<file path="src/rtl/vga_scanout.sv">
// vga_scanout: display-side reader of the 1-bit framebuffer; 640x480@60 timing.
// Ports: clock/reset, pixel_addr/pixel_data (1-clock RAM), hSync/vSync, VGA_R/G/B, frame_start, active.
module vga_scanout #(
    parameter int          H_VISIBLE = 640,
    parameter int          H_FRONT   = 16,
    parameter int          H_SYNC    = 96,
    parameter int          H_BACK    = 48,
    parameter int          V_VISIBLE = 480,
    parameter int          V_FRONT   = 10,
    parameter int          V_SYNC    = 2,
    parameter int          V_BACK    = 33,
    parameter int          CLK_DIV   = 2,
    parameter logic [11:0] FG_COLOR  = 12'hFFF,
    parameter logic [11:0] BG_COLOR  = 12'h000
) (
    input  logic        clock,
    input  logic        reset,
    output logic [18:0] pixel_addr,
    input  logic        pixel_data,
    output logic        hSync,
    output logic        vSync,
    output logic [3:0]  VGA_R,
    output logic [3:0]  VGA_G,
    output logic [3:0]  VGA_B,
    output logic        frame_start,
    output logic        active
);

    localparam int H_TOTAL = H_VISIBLE + H_FRONT + H_SYNC + H_BACK;
    localparam int V_TOTAL = V_VISIBLE + V_FRONT + V_SYNC + V_BACK;

    // One spare bit so sync end positions equal to the total still fit.
    localparam int HW = $clog2(H_TOTAL + 1);
    localparam int VW = $clog2(V_TOTAL + 1);
    // CLK_DIV >= 2 is required: the RAM read must land before the next tick.
    localparam int DW = $clog2(CLK_DIV);

    localparam logic [DW-1:0] DIV_LAST = DW'(CLK_DIV - 1);

    localparam logic [HW-1:0] H_LAST   = HW'(H_TOTAL - 1);
    localparam logic [HW-1:0] H_VIS    = HW'(H_VISIBLE);
    localparam logic [HW-1:0] HS_START = HW'(H_VISIBLE + H_FRONT);
    localparam logic [HW-1:0] HS_END   = HW'(H_VISIBLE + H_FRONT + H_SYNC);

    localparam logic [VW-1:0] V_LAST   = VW'(V_TOTAL - 1);
    localparam logic [VW-1:0] V_VIS    = VW'(V_VISIBLE);
    localparam logic [VW-1:0] VS_START = VW'(V_VISIBLE + V_FRONT);
    localparam logic [VW-1:0] VS_END   = VW'(V_VISIBLE + V_FRONT + V_SYNC);

    localparam logic [18:0] ADDR_LAST = 19'(H_VISIBLE * V_VISIBLE - 1);

    logic [DW-1:0] div_q, div_d;
    logic [HW-1:0] h_q, h_d;
    logic [VW-1:0] v_q, v_d;
    logic [18:0]   addr_q, addr_d;
    logic          hsync_q, hsync_d;
    logic          vsync_q, vsync_d;
    logic          active_q, active_d;
    logic          frame_start_q, frame_start_d;
    logic [11:0]   rgb_q, rgb_d;

    logic tick;
    logic h_end;
    logic v_end;
    logic wrap;
    logic visible;
    logic in_hs;
    logic in_vs;

    always_comb begin
        tick    = (div_q == DIV_LAST);
        h_end   = (h_q == H_LAST);
        v_end   = (v_q == V_LAST);
        wrap    = h_end && v_end;
        visible = (h_q < H_VIS) && (v_q < V_VIS);
        in_hs   = (h_q >= HS_START) && (h_q < HS_END);
        in_vs   = (v_q >= VS_START) && (v_q < VS_END);
    end

    always_comb begin
        div_d         = tick ? '0 : div_q + 1'b1;
        h_d           = h_q;
        v_d           = v_q;
        addr_d        = addr_q;
        hsync_d       = hsync_q;
        vsync_d       = vsync_q;
        active_d      = active_q;
        rgb_d         = rgb_q;
        frame_start_d = 1'b0;

        if (tick) begin
            h_d = h_end ? '0 : h_q + 1'b1;
            if (h_end) begin
                v_d = v_end ? '0 : v_q + 1'b1;
            end

            // Address follows the raster; it parks on the last
            // pixel through vertical blanking until the frame wraps.
            if (wrap) begin
                addr_d = '0;
            end else if (visible && (addr_q != ADDR_LAST)) begin
                addr_d = addr_q + 1'b1;
            end

            // Output stage uses pre-advance counters; pixel_data
            // already holds the word for this position.
            hsync_d       = !in_hs;
            vsync_d       = !in_vs;
            active_d      = visible;
            rgb_d         = visible ? (pixel_data ? FG_COLOR : BG_COLOR)
                                    : 12'h000;
            frame_start_d = wrap;
        end
    end

    always_ff @(posedge clock or posedge reset) begin
        if (reset) begin
            div_q         <= '0;
            h_q           <= '0;
            v_q           <= '0;
            addr_q        <= '0;
            hsync_q       <= 1'b1;
            vsync_q       <= 1'b1;
            active_q      <= 1'b0;
            rgb_q         <= 12'h000;
            frame_start_q <= 1'b0;
        end else begin
            div_q         <= div_d;
            h_q           <= h_d;
            v_q           <= v_d;
            addr_q        <= addr_d;
            hsync_q       <= hsync_d;
            vsync_q       <= vsync_d;
            active_q      <= active_d;
            rgb_q         <= rgb_d;
            frame_start_q <= frame_start_d;
        end
    end

    assign pixel_addr  = addr_q;
    assign hSync       = hsync_q;
    assign vSync       = vsync_q;
    assign active      = active_q;
    assign frame_start = frame_start_q;
    assign VGA_R       = rgb_q[11:8];
    assign VGA_G       = rgb_q[7:4];
    assign VGA_B       = rgb_q[3:0];

endmodule
</file>
<file path="config.mk">
export PLATFORM = sky130hd
export DESIGN_NAME = vga_scanout
export DESIGN_NICKNAME = d
export VERILOG_FILES = /design/src/rtl/vga_scanout.sv
export SDC_FILE = /design/constraint.sdc
export NUM_CORES = 1
export LEC_CHECK = 0
export ABC_AREA = 1
export ABC_CLOCK_PERIOD_IN_PS = 2100
export CORE_UTILIZATION = 50
export CTS_CLUSTER_DIAMETER = 50
export DETAILED_ROUTE_END_ITERATION = 12
export GPL_TIMING_DRIVEN = 0
export PLACE_DENSITY = 0.73
export SYNTH_ARGS = -nofsm -noshare
export SYNTH_HDL_FRONTEND = slang
export SYNTH_SLANG_ARGS = --single-unit
</file>
<file path="constraint.sdc">
create_clock -name clock -period 2.1 [get_ports clock]
set_input_delay 0.42 -clock clock [delete_from_list [all_inputs] [get_ports clock]]
set_output_delay 0.42 -clock clock [all_outputs]
set_load 0.02 [all_outputs]
</file>
==> summary.txt <==
Logic synthesis
  • Mapped Cells: 397
  • Post-synthesis adder-cell area fraction: 0.0219
  • Seq cells post-synth: 45
  • Post-synthesis area per instance: 7.19 sq um
  • Synth Area in XOR/XNOR: 0.0491
  • Mux cell area share after synthesis: 0
  • Post-synthesis simple-gate area fraction: 0.395
  • Post-synthesis compound-gate area fraction: 0.0359
  • YS warnings: 0
  • Mapped Area: 2850 sq um
  • Largest family of logic cells by synthesized area: simple AND/OR/NAND/NOR gates
  • Mapped Nets: 405
  • Seq/Total Area, Yosys: 0.395
  • Post-synth cell types: 32

Clock tree
  • Hold_buf cts: 0
  • Clock sink count: 45
  • CTS buffer count: 5
  • Clk Latency, worst-skew pair: approximately 300 ps
  • Htree depth: 2
  • Max clock buf depth: 2
  • CTS tree: yes
  • Clock transition at path regs: roughly 90 ps
  • Post_cts resized: 0
  • Post-CTS setup buffers: 0
  • CTS root buf: clkbuf_8

Detailed routing
  • Via density: just over 5
  • Drt first-iter violations: 111
  • Number of remaining DRC errors: 0
  • Antenna-violating nets left: 0
  • DRT Pass-1 Iters: 4
  • Drt total wl: 6270 um
  • WL/cell: between 10 and 15 um
  • Vias post-DR: between 2000 and 3000

Hold path
  • Hold Crit Class: in2async

Critical path
  • Reg2Reg Setup Slack: 260 ps
  • Critical path class: reg2out
  • Worst Setup End Kind: output pin
  • CP Data Arrival Time: 1540 ps
  • Worst reg-to-reg path cell count: 9
  • RR Endpoint: pixel_addr[8]
  • Reg2reg start: h_q[0]
  • Critical path peak fanout: 13
  • Critical path startpoint category: register
  • Critical Path Start: rgb_q[10]
  • WP data required: ~1700 ps

Timing
  • RSZ-0062 raised after global routing: no
  • Final min period: 1960 ps
  • Max-slew violations: 0
  • Clock Skews: approximately 13 ps
  • Slew @ Worst Pin: roughly 450 ps
  • Worst hold margin: 301 ps
  • Setup WS post-layout: 136 ps
  • Final Hold Fails: 0
  • Endpoints failing setup: 0
  • FMAX: 509 MHz
  • Final period utilization: 0.935
  • Max_slew headroom: 0.698

Floorplanning
  • Area of the die: between 6000 and 7000 sq um
  • Starting Density: 0.518
  • I/O pins: 38
  • Chip width: 77.6 um
  • Core area: 5510 sq um
  • Rows: 27
  • Die H: 77.6 um

Finish
  • Share of cells above drive strength 1: 0.106
  • FILL cells: 500
  • Post-layout util: 0.628
  • Ant. Diodes: 0
  • Layout overhead on the synthesized area: 21.1%
  • Net count, final: 450
  • Commonest non-fill, non-tap cells in the layout: nand2_1 (122), nor2_1 (48), nand3_1 (47)
  • Commonest non-fill, non-tap cell in the layout: nand2_1
  • Fin area: 3460 sq um

Place
  • Port bufs: 37
  • Worst slack, placed: about 260 ps
  • Detail Placement HPWL: 4640 um
  • Post-DP Area: 3330 sq um
  • Routability congestion estimate: 0.881

Power
  • Worst VDD drop: 383 uV
  • Total Power: 1.65 mW
  • PD cells: 477 nW/um^2
  • P_leak: 1.64 nW

Global routing
  • GR Overflow Total: 0
  • First-pass GRT wire length: 11100 um
  • Overall routing resource usage: 0.228
  • Vias in the first global route: around 2500
  • Antenna violations before repair: 0
  • Largest net degree at the start of global routing: 42

Run status
  • Run status: finished, final reports clean

Job
  • Max Cap Viol: 0
cells in the mapped netlist:
master | count | area share
nand2_1 | 122 | 0.16
nor2_1 | 48 | 0.063
nand3_1 | 47 | 0.082
dfrtp_1 | 43 | 0.38
inv_1 | 40 | 0.053
buf_4 | 11 | 0.029
nand4_1 | 11 | 0.024
xor2_1 | 10 | 0.031
o21ai_0 | 8 | 0.014
nor3_1 | 7 | 0.012
xnor2_1 | 6 | 0.018
ha_1 | 5 | 0.022
nor2_4 | 4 | 0.016
buf_2 | 3 | 0.0053
nand2_2 | 3 | 0.0066
nand3_2 | 3 | 0.011
nor2_2 | 3 | 0.0066
o21ai_1 | 3 | 0.0053
o21bai_1 | 3 | 0.0079
a21oi_1 | 2 | 0.0035
dfstp_2 | 2 | 0.018
inv_2 | 2 | 0.0026
or2_2 | 2 | 0.0044
a22o_1 | 1 | 0.0031
a31oi_1 | 1 | 0.0022
buf_12 | 1 | 0.0070
buf_6 | 1 | 0.0039
clkbuf_1 | 1 | 0.0013
clkinv_1 | 1 | 0.0013
nor3_2 | 1 | 0.0035
nor3b_1 | 1 | 0.0026
nor4_1 | 1 | 0.0022
critical path: stages (launching register included):
cell and delay [ps]:
dfrtp_2 490, buf_4 140, clkdlybuf4s50_1 600
metrics by stage:
step | setup TNS [ps] | instances
3_5_place_dp | 0 | 507
5_1_grt | 0 | 515
3_3_place_gp | -14920 | 506
2_1_floorplan | 0 | 397
4_1_cts | 0 | 515
6_report | 0 | 515
worst max-delay path by stage:
stage	endpoint	cells after the start
3_3_place_gp	v_q[8]	2
3_5_place_dp	pixel_addr[4]	9
5_1_grt	VGA_G[1]	2
4_1_cts	VGA_G[3]	2
2_1_floorplan	pixel_addr[2]	11
6_report	VGA_G[3]	2
report_power, final:
part,internal [mW],switching (mW)
logic,0.0398,0.0404
clock network,0.387,0.312
registers,0.867,0.00325
total,1.29,0.355
area by class of cell:
class                      count  area, sq um  area share
timing repair buffer          38          390       0.113
clock buffer                   6         82.6      0.0239
sequential                    45         1130       0.327
multi-input combinational    292         1430       0.414
inverter                      43          161      0.0467
buffer                        17          133      0.0384
clock inverter                 2         37.5      0.0109
tap                           72         90.1      0.0261
cells by family after synthesis:
group                      after synthesis
DFF                                     45
buffers and inverters                   60
AOI/OAI and AO/OA                       18
xor gates and xnor gates                16
and+or+nand+nor                        253
adders and majority gates                5
routing by layer:
| metal | wire length [um] | global-route usage |
|---|---|---|
| met5 | 0 | 0 |
| met3 | 149 | 0.0388 |
| met4 | 61 | 0.0566 |
| met2 | 3110 | 0.394 |
| met1 | 2940 | 0.296 |
state kept, by name (all words and copies together) (netlist names):
name         count
active           1
frame_start      1
vSync            1
hSync            1
h_q             10
rgb_q            1
pixel_addr      19
div_q            1
v_q             10
No activity file was read; power rests on OpenSTA's default activity.
